$ cat src/rtl/fir_serial_mac.sv
// Time-multiplexed direct-form FIR: one signed multiplier, one accumulator, TAPS+1 cycles per sample.
// Optional output saturation and sat_flag port when FIR_SAT_EN is defined; otherwise the output wraps.
module fir_serial_mac #(
    parameter int DATA_W = 8,
    parameter int COEF_W = 8,
    parameter int TAPS   = 21,
    parameter int OUT_W  = 18,
    localparam int AW    = $clog2(TAPS),
    localparam int PW    = DATA_W + COEF_W,
    localparam int ACC_W = DATA_W + COEF_W + $clog2(TAPS)
) (
    input  logic                     clk,
    input  logic                     rst,
    input  logic                     in_valid,
    output logic                     in_ready,
    input  logic signed [DATA_W-1:0] x,
    input  logic                     coef_we,
    input  logic [AW-1:0]            coef_addr,
    input  logic signed [COEF_W-1:0] coef_data,
    output logic                     out_valid,
    output logic signed [OUT_W-1:0]  y,
`ifdef FIR_SAT_EN
    output logic                     sat_flag,
`endif
    output logic                     busy
);

    typedef enum logic {IDLE, MAC} state_t;

    state_t                    state_q, state_d;
    logic [AW-1:0]             k_q, k_d;
    logic [AW-1:0]             wp_q, wp_d;
    logic [AW-1:0]             base_q, base_d;
    logic signed [ACC_W-1:0]   acc_q, acc_d;
    logic signed [OUT_W-1:0]   y_q, y_d;
    logic                      ov_q, ov_d;
    logic signed [COEF_W-1:0]  coef_q [TAPS];
    logic signed [COEF_W-1:0]  coef_d [TAPS];
    logic signed [DATA_W-1:0]  hist_q [TAPS];
    logic signed [DATA_W-1:0]  hist_d [TAPS];

    logic [AW:0]               rd_sum;
    logic [AW-1:0]             rd_idx;
    logic signed [PW-1:0]      prod;
    logic signed [ACC_W-1:0]   acc_fin;
    logic signed [OUT_W-1:0]   y_red;

    // Tap k reads (base - k) mod TAPS; adding TAPS first keeps the subtraction non-negative.
    always_comb begin
        rd_sum = {1'b0, base_q} + (AW+1)'(TAPS) - {1'b0, k_q};
        rd_idx = (rd_sum >= (AW+1)'(TAPS)) ? AW'(rd_sum - (AW+1)'(TAPS)) : AW'(rd_sum);
    end

    assign prod    = coef_q[k_q] * hist_q[rd_idx];
    assign acc_fin = acc_q + ACC_W'(prod);

`ifdef FIR_SAT_EN
    logic sat_now, sat_q, sat_d;
`endif

    generate
        if (OUT_W >= ACC_W) begin : g_ext
            assign y_red = OUT_W'(acc_fin);
`ifdef FIR_SAT_EN
            assign sat_now = 1'b0;
`endif
        end else begin : g_red
`ifdef FIR_SAT_EN
            localparam logic signed [ACC_W-1:0] SAT_MAX = {{(ACC_W-OUT_W+1){1'b0}}, {(OUT_W-1){1'b1}}};
            localparam logic signed [ACC_W-1:0] SAT_MIN = {{(ACC_W-OUT_W+1){1'b1}}, {(OUT_W-1){1'b0}}};
            always_comb begin
                sat_now = 1'b1;
                if (acc_fin > SAT_MAX)      y_red = SAT_MAX[OUT_W-1:0];
                else if (acc_fin < SAT_MIN) y_red = SAT_MIN[OUT_W-1:0];
                else begin
                    y_red   = acc_fin[OUT_W-1:0];
                    sat_now = 1'b0;
                end
            end
`else
            assign y_red = acc_fin[OUT_W-1:0];
`endif
        end
    endgenerate

    always_comb begin
        state_d = state_q;
        k_d     = k_q;
        wp_d    = wp_q;
        base_d  = base_q;
        acc_d   = acc_q;
        y_d     = y_q;
        ov_d    = 1'b0;
        coef_d  = coef_q;
        hist_d  = hist_q;
`ifdef FIR_SAT_EN
        sat_d   = sat_q;
`endif
        case (state_q)
            IDLE: begin
                // Coefficient write lands in the same edge as an accepted sample, so it applies to it.
                if (coef_we && (int'(coef_addr) < TAPS))
                    coef_d[coef_addr] = coef_data;
                if (in_valid) begin
                    hist_d[wp_q] = x;
                    base_d       = wp_q;
                    wp_d         = (wp_q == AW'(TAPS-1)) ? '0 : wp_q + AW'(1);
                    acc_d        = '0;
                    k_d          = '0;
                    state_d      = MAC;
                end
            end
            MAC: begin
                acc_d = acc_fin;
                k_d   = k_q + AW'(1);
                if (k_q == AW'(TAPS-1)) begin
                    state_d = IDLE;
                    y_d     = y_red;
                    ov_d    = 1'b1;
`ifdef FIR_SAT_EN
                    sat_d   = sat_now;
`endif
                end
            end
            default: state_d = IDLE;
        endcase
    end

    always_ff @(posedge clk or posedge rst) begin
        if (rst) begin
            state_q <= IDLE;
            k_q     <= '0;
            wp_q    <= '0;
            base_q  <= '0;
            acc_q   <= '0;
            y_q     <= '0;
            ov_q    <= 1'b0;
`ifdef FIR_SAT_EN
            sat_q   <= 1'b0;
`endif
            for (int i = 0; i < TAPS; i++) begin
                coef_q[i] <= '0;
                hist_q[i] <= '0;
            end
        end else begin
            state_q <= state_d;
            k_q     <= k_d;
            wp_q    <= wp_d;
            base_q  <= base_d;
            acc_q   <= acc_d;
            y_q     <= y_d;
            ov_q    <= ov_d;
`ifdef FIR_SAT_EN
            sat_q   <= sat_d;
`endif
            coef_q  <= coef_d;
            hist_q  <= hist_d;
        end
    end

    assign in_ready  = (state_q == IDLE);
    assign busy      = (state_q == MAC);
    assign out_valid = ov_q;
    assign y         = y_q;
`ifdef FIR_SAT_EN
    assign sat_flag  = sat_q;
`endif

endmodule

$ cat config.mk
export PLATFORM = sky130hd
export DESIGN_NAME = fir_serial_mac
export DESIGN_NICKNAME = d
export VERILOG_FILES = /design/src/rtl/fir_serial_mac.sv
export SDC_FILE = /design/constraint.sdc
export NUM_CORES = 1
export LEC_CHECK = 0
export CELL_PAD_IN_SITES_DETAIL_PLACEMENT = 1
export CELL_PAD_IN_SITES_GLOBAL_PLACEMENT = 1
export CORE_ASPECT_RATIO = 2
export CORE_MARGIN = 3
export CORE_UTILIZATION = 40
export DETAILED_ROUTE_END_ITERATION = 8
export PLACE_DENSITY_LB_ADDON = 0.2
export REMOVE_ABC_BUFFERS = 1
export SYNTH_ARGS = -nofsm -noshare
export SYNTH_HDL_FRONTEND = slang
export SYNTH_SLANG_ARGS = --single-unit
$ cat constraint.sdc
create_clock -name clk -period 16.45 [get_ports clk]
set_clock_uncertainty 0.1 [all_clocks]
set_input_delay 3.29 -clock clk [delete_from_list [all_inputs] [get_ports clk]]
set_output_delay 3.29 -clock clk [all_outputs]
set_load 0.005 [all_outputs]
## Word-level counts from Yosys, hierarchy flattened

Cells that the tools add are included.

- Input bits: 25
- Bits in registers: 392
- Output and inout bits: 21
- Logic and storage cells: 101

- Muxes and demuxes: 23
- $add $sub $neg: 6
- Magnitude comparators: 8
- Bitwise gates (word level): 5
- $mul: 1
- Equality and inequality tests: 3
- Reduce and logical (&&, ||, !) cells: 6

Operator list:

| operator | number |
|---|---|
| $bwmux 168 | 2 |
| $bmux 8 s5 | 2 |
| $demux 8 s5 | 2 |
| $mux 8 | 6 |
| $pmux 21 s2 | 1 |
| $ge 6x6->1 const B | 4 |
| $not 5->6 | 4 |
| $add 21x16->21 | 1 |
| $mux 21 | 1 |
| $mul 8x8->16 | 1 |
| $mux 5 | 3 |
| $lt 6x1->1 const B | 2 |
| $add 5x1->5 const B | 2 |
| $eq 5x5->1 const B | 2 |
| $pmux 5 s2 | 1 |
| $add 5x5->6 const B | 1 |
| $ge 6x5->1 const B | 1 |
| $reduce_and 2->1 | 3 |
| $sub 6x5->6 | 1 |
| $lt 5x5->1 const B | 1 |
| $sub 5x5->5 const B | 1 |
| $mux 1 | 4 |
| $logic_and 1x1->1 | 3 |
| $ne 2x2->1 const B | 1 |
| other kinds (2) | 2 |

## Depth between registers and ports, before layout

- Depth in word-level cells: 11
- Mapped depth: 38
- Gate-level depth less buffers: 32

## Worst setup path after synthesis

OpenSTA, ideal clock, no wires.

- Path type: register to register
- Start: register k_q[0]
- End: register y_q[16], in the netlist y[16]
- Cell stages (with the launch flop): 34
- Data arrival time: 9495 ps
- Setup slack: 6731 ps
- Period minus slack after synthesis: 9719 ps
- Path through: dfrtp_1 > buf_2 > clkbuf_1 > inv_1 > ha_1 > ha_1 > clkbuf_1 > inv_1 > ha_1 > clkbuf_1 > nand2b_1 > a21oi_2 > o32ai_4 > mux2i_2 > buf_2 > o22ai_1 > o21ai_1 > o211ai_1 > a21oi_1 > fa_1 > fa_1 > inv_1 > fa_1 > fa_1 > fa_1 > inv_1 > ha_1 > a21oi_1 > o21ai_0 > a21oi_1 > o21ai_0 > o41ai_1 > xnor2_1 > mux2_2

- Word-level cells in the longest chain between the ends: 9
- Elaborated cells between the ends (all ways): 16
- Those cells by class: add/sub: 3; mul: 1; order compare: 1; eq/ne: 1; mux: 7; bitwise: 2; reduce/logical: 1

RTL lines:

| item | line | source |
|---|---|---|
| from (decl) | 31 | `logic [AW-1:0] k_q, k_d;` |
| from (signal assigned) | 147 | `k_q <= k_d;` |
| $sub 6x5->6 | 50 | `rd_sum = {1'b0, base_q} + (AW+1)'(TAPS) - {1'b0, k_q};` |
| $sub 5x5->5 or $ge 6x5->1 (tied branches) | 51 | `rd_idx = (rd_sum >= (AW+1)'(TAPS)) ? AW'(rd_sum - (AW+1)'(TAPS)) : AW'(rd_sum);` |
| $mux 5 | 51 |  |
| $not 5->6 (implied by the code) | 54 | `assign prod = coef_q[k_q] * hist_q[rd_idx];` |
| $bmux 8 s5 | 54 |  |
| $mux 8 (implied by the code) (2 in a row) | 54 |  |
| $mul 8x8->16 | 54 |  |
| $add 21x16->21 | 55 | `assign acc_fin = acc_q + ACC_W'(prod);` |
| to (signal assigned) | 151 | `y_q <= y_d;` |
| to (decl) | 35 | `logic signed [OUT_W-1:0] y_q, y_d;` |

Parallel ways exist; a longest one is shown, timed or not. The select of a mux whose other input is x is not followed.
A chain may end at the register's enable or synchronous reset.

## Worst setup path after layout

Same ends and word-level chain as after synthesis.

==> flow_summary.ini <==
[status]
status = finished clean

[hold_path]
hp-start = acc_q[6]
holdPathStages = 2
holdPathEnd = acc_q[6]
hold_path_class = flop to flop

[routing]
ant_nets = 0
wl_um = 63700
drc = 0
viasPerCell = 5.77
wl_per_cell_um = 26.3
first_pass_iters = 5
num_vias = 14000
first_iter_violations = 703

[floorplan]
initial_utilization = 0.406
die_area_um2 = 56800
pin_count = 46
dieHeight_um = 334
rows = 119
coreArea_um2 = 53000
die_w_um = 170

[cells_and_area]
finalNonFillerCells = 2423
multi_input_area_um2 = 10900
fill_cells = 5484
drive_gt1_frac = 0.291
final_cell_mix = 388 x dfrtp_1, 348 x mux2_2, 118 x inv_1
seq_area_um2 = 9740
area_delta_synth_final_pct = 11.2
diodes = 0
layout_commonest_cell = dfrtp_1
nets = 1893

[clock_tree]
post-cts-setup-buffers = 0
clk_latency_ns = 0.55
cts.sinks = 389
cts_resized = 0
cts.clk_slew.worst_paths_ns = 0.07
h-tree-depth = 2
cts_made_buffers = 38
clk_path_buf_depth = 3
cts_tree = built
clockRootBuffer = clkbuf_16
cts_hold_buf = 0

[critical_path]
crit_slowest_cell = mux2i_1
end_kind = flop
reg2regPathDepth = 27
cp-start-kind = flop
crit_type = flop to flop
crit_path_max_fanout = 19
arrival_ns = 11.12
r2r_slack_ns = 5.67
cpPeakStageDelay_ns = 0.93
r2r_start = k_q[0]
rr_endpoint = y[16]
worst_ep_required_time_ns = 16.79

[synth]
synth.avg_cell_area_um2 = 12.5
syn_inst = 1718
synth_compound_area_frac = 0.101
yosys.area_share.adder = 0.110
synth.area.mux_share = 0.240
ys.warnings.count = 0
synth_seq_cells = 389
async_flop_share = 1.00
yosysSeqAreaShare = 0.452
synth.distinct_cells = 78
synth_ff_type = dfrtp_1
synth_xor_area_frac = 0.0113
synth_edf_count = 0
synth_top_family_by_area = multiplexers
synth_area_um2 = 21500
synth-simple-area-share = 0.0445

[global_routing]
antenna_found_initial = 0
grt_max_degree = 99
grt-ovfl-total = 0
grt_pass1_vias = 16200
grt_first_pass_wirelength_um = 98100
track_usage = 0.228

[place]
io_buffers = 45
hpwl_um = 48300
place_congestion = 0.864
dpl.cell_count = 2353

[timing]
rsz0062_at_grt = false
min_period_ns = 10.78
finalCritPeriodShare = 0.655
holdWs_ns = 0.387
setup_tns_ns = 0
relSlewSlack = 0.181
tightestPinTransition_ns = 1.22
hold_violations = 0
setup-violations-final = 0
fmax_mhz = 92.8
slew_viol_final = 0

[job]
drv_cap = 0
## worst max-delay path by stage
stage	endpoint	depth (start not counted)	slack [ns]	from
after floorplan	acc_q[0]	1	2.25	rst
after global placement	y[17]	28	5.92	k_q[0]
after detailed placement	y[16]	27	5.65	k_q[0]
after CTS	y[16]	27	5.63	k_q[0]
after global routing	y[16]	27	4.84	k_q[0]
final	y[16]	27	5.67	k_q[0]
## cell usage after synthesis (4+ instances only)
library cell / n / area [um2]
nor3_1: 20 / 100
fa_1: 82 / 1640
a21boi_1: 9 / 67.6
mux2i_1: 39 / 390
nor2b_1: 9 / 56.3
nand3_1: 11 / 55.1
nand2_1: 91 / 342
a222oi_1: 7 / 70.1
inv_1: 119 / 447
a21oi_1: 65 / 325
xnor2_1: 19 / 166
o32ai_1: 4 / 35.0
buf_6: 8 / 90.1
and3_1: 4 / 25.0
o211a_1: 5 / 50.1
o31ai_1: 5 / 37.5
o41ai_1: 4 / 35.0
o31ai_2: 5 / 62.6
o21ai_1: 21 / 105
o211ai_2: 5 / 62.6
o22ai_1: 64 / 400
nor2_1: 38 / 143
buf_1: 6 / 22.5
a211oi_1: 7 / 52.6
dfrtp_1: 389 / 9730
nor3b_1: 4 / 30.0
o21ai_0: 42 / 210
mux4_2: 34 / 766
a21o_1: 11 / 82.6
mux2_2: 348 / 3920
xor2_1: 7 / 61.3
ha_1: 58 / 726
buf_2: 8 / 40.0
clkbuf_1: 71 / 267
and2_1: 5 / 31.3
a22o_1: 16 / 140
o221ai_1: 9 / 78.8
## flip-flops by register name, indices dropped and copies added (netlist names)
register,count
out_valid,1
busy,1
k_q,5
wp_q,5
base_q,5
acc_q,18
hist_q,168
y,18
coef_q,168
## cell type report
| class | instances | area share |
|---|---|---|
| multi-input combinational | 1113 | 0.456 |
| sequential | 389 | 0.407 |
| clock buffer | 52 | 0.0467 |
| tap | 665 | 0.0348 |
| timing repair buffer | 66 | 0.0254 |
| inverter | 120 | 0.0191 |
| clock inverter | 18 | 0.0108 |
## routing by layer
layer	vias up	track usage	wire length, um	share of wire
met5	-	0	0	0
met4	0	0.118	3910	0.061
met3	148	0.0220	1370	0.022
met2	245	0.467	37900	0.59
met1	7415	0.215	20500	0.32
li1	6166	-	-	-
## kinds of logic (layout without fill, tap and decap cells)
family | Yosys count | after routing
xor gates and xnor gates | 27 | 27
DFF | 389 | 389
muxes | 427 | 427
buffers and inverters | 216 | 256
adders and majority gates | 140 | 140
AOI/OAI and AO/OA | 315 | 315
and+or+nand+nor | 204 | 204
## through the flow
step           setup WS [ns]  instance area, um2   util
2_1_floorplan           2.25               21100      -
3_3_place_gp            5.92               22600  0.426
3_5_place_dp            5.65               22600  0.426
4_1_cts                 5.63               23900  0.452
5_1_grt                 4.84               23900  0.452
6_report                5.67               23900  0.452
## critical path: cells and delay by family, from the launching register on
family / cells / cell delay (ns)
AO/OA/AOI/OAI: 10 / 3.48
XOR/XNOR: 1 / 0.14
adder cells (fa/ha/maj): 8 / 4.19
buffers and inverters: 5 / 0.74
flip-flops: 1 / 0.65
multiplexers: 2 / 1.20
AND/OR/NAND/NOR: 1 / 0.15
Power is not shown: default switching activity piles up to over one toggle a cycle in this logic, so the estimate is an artifact.
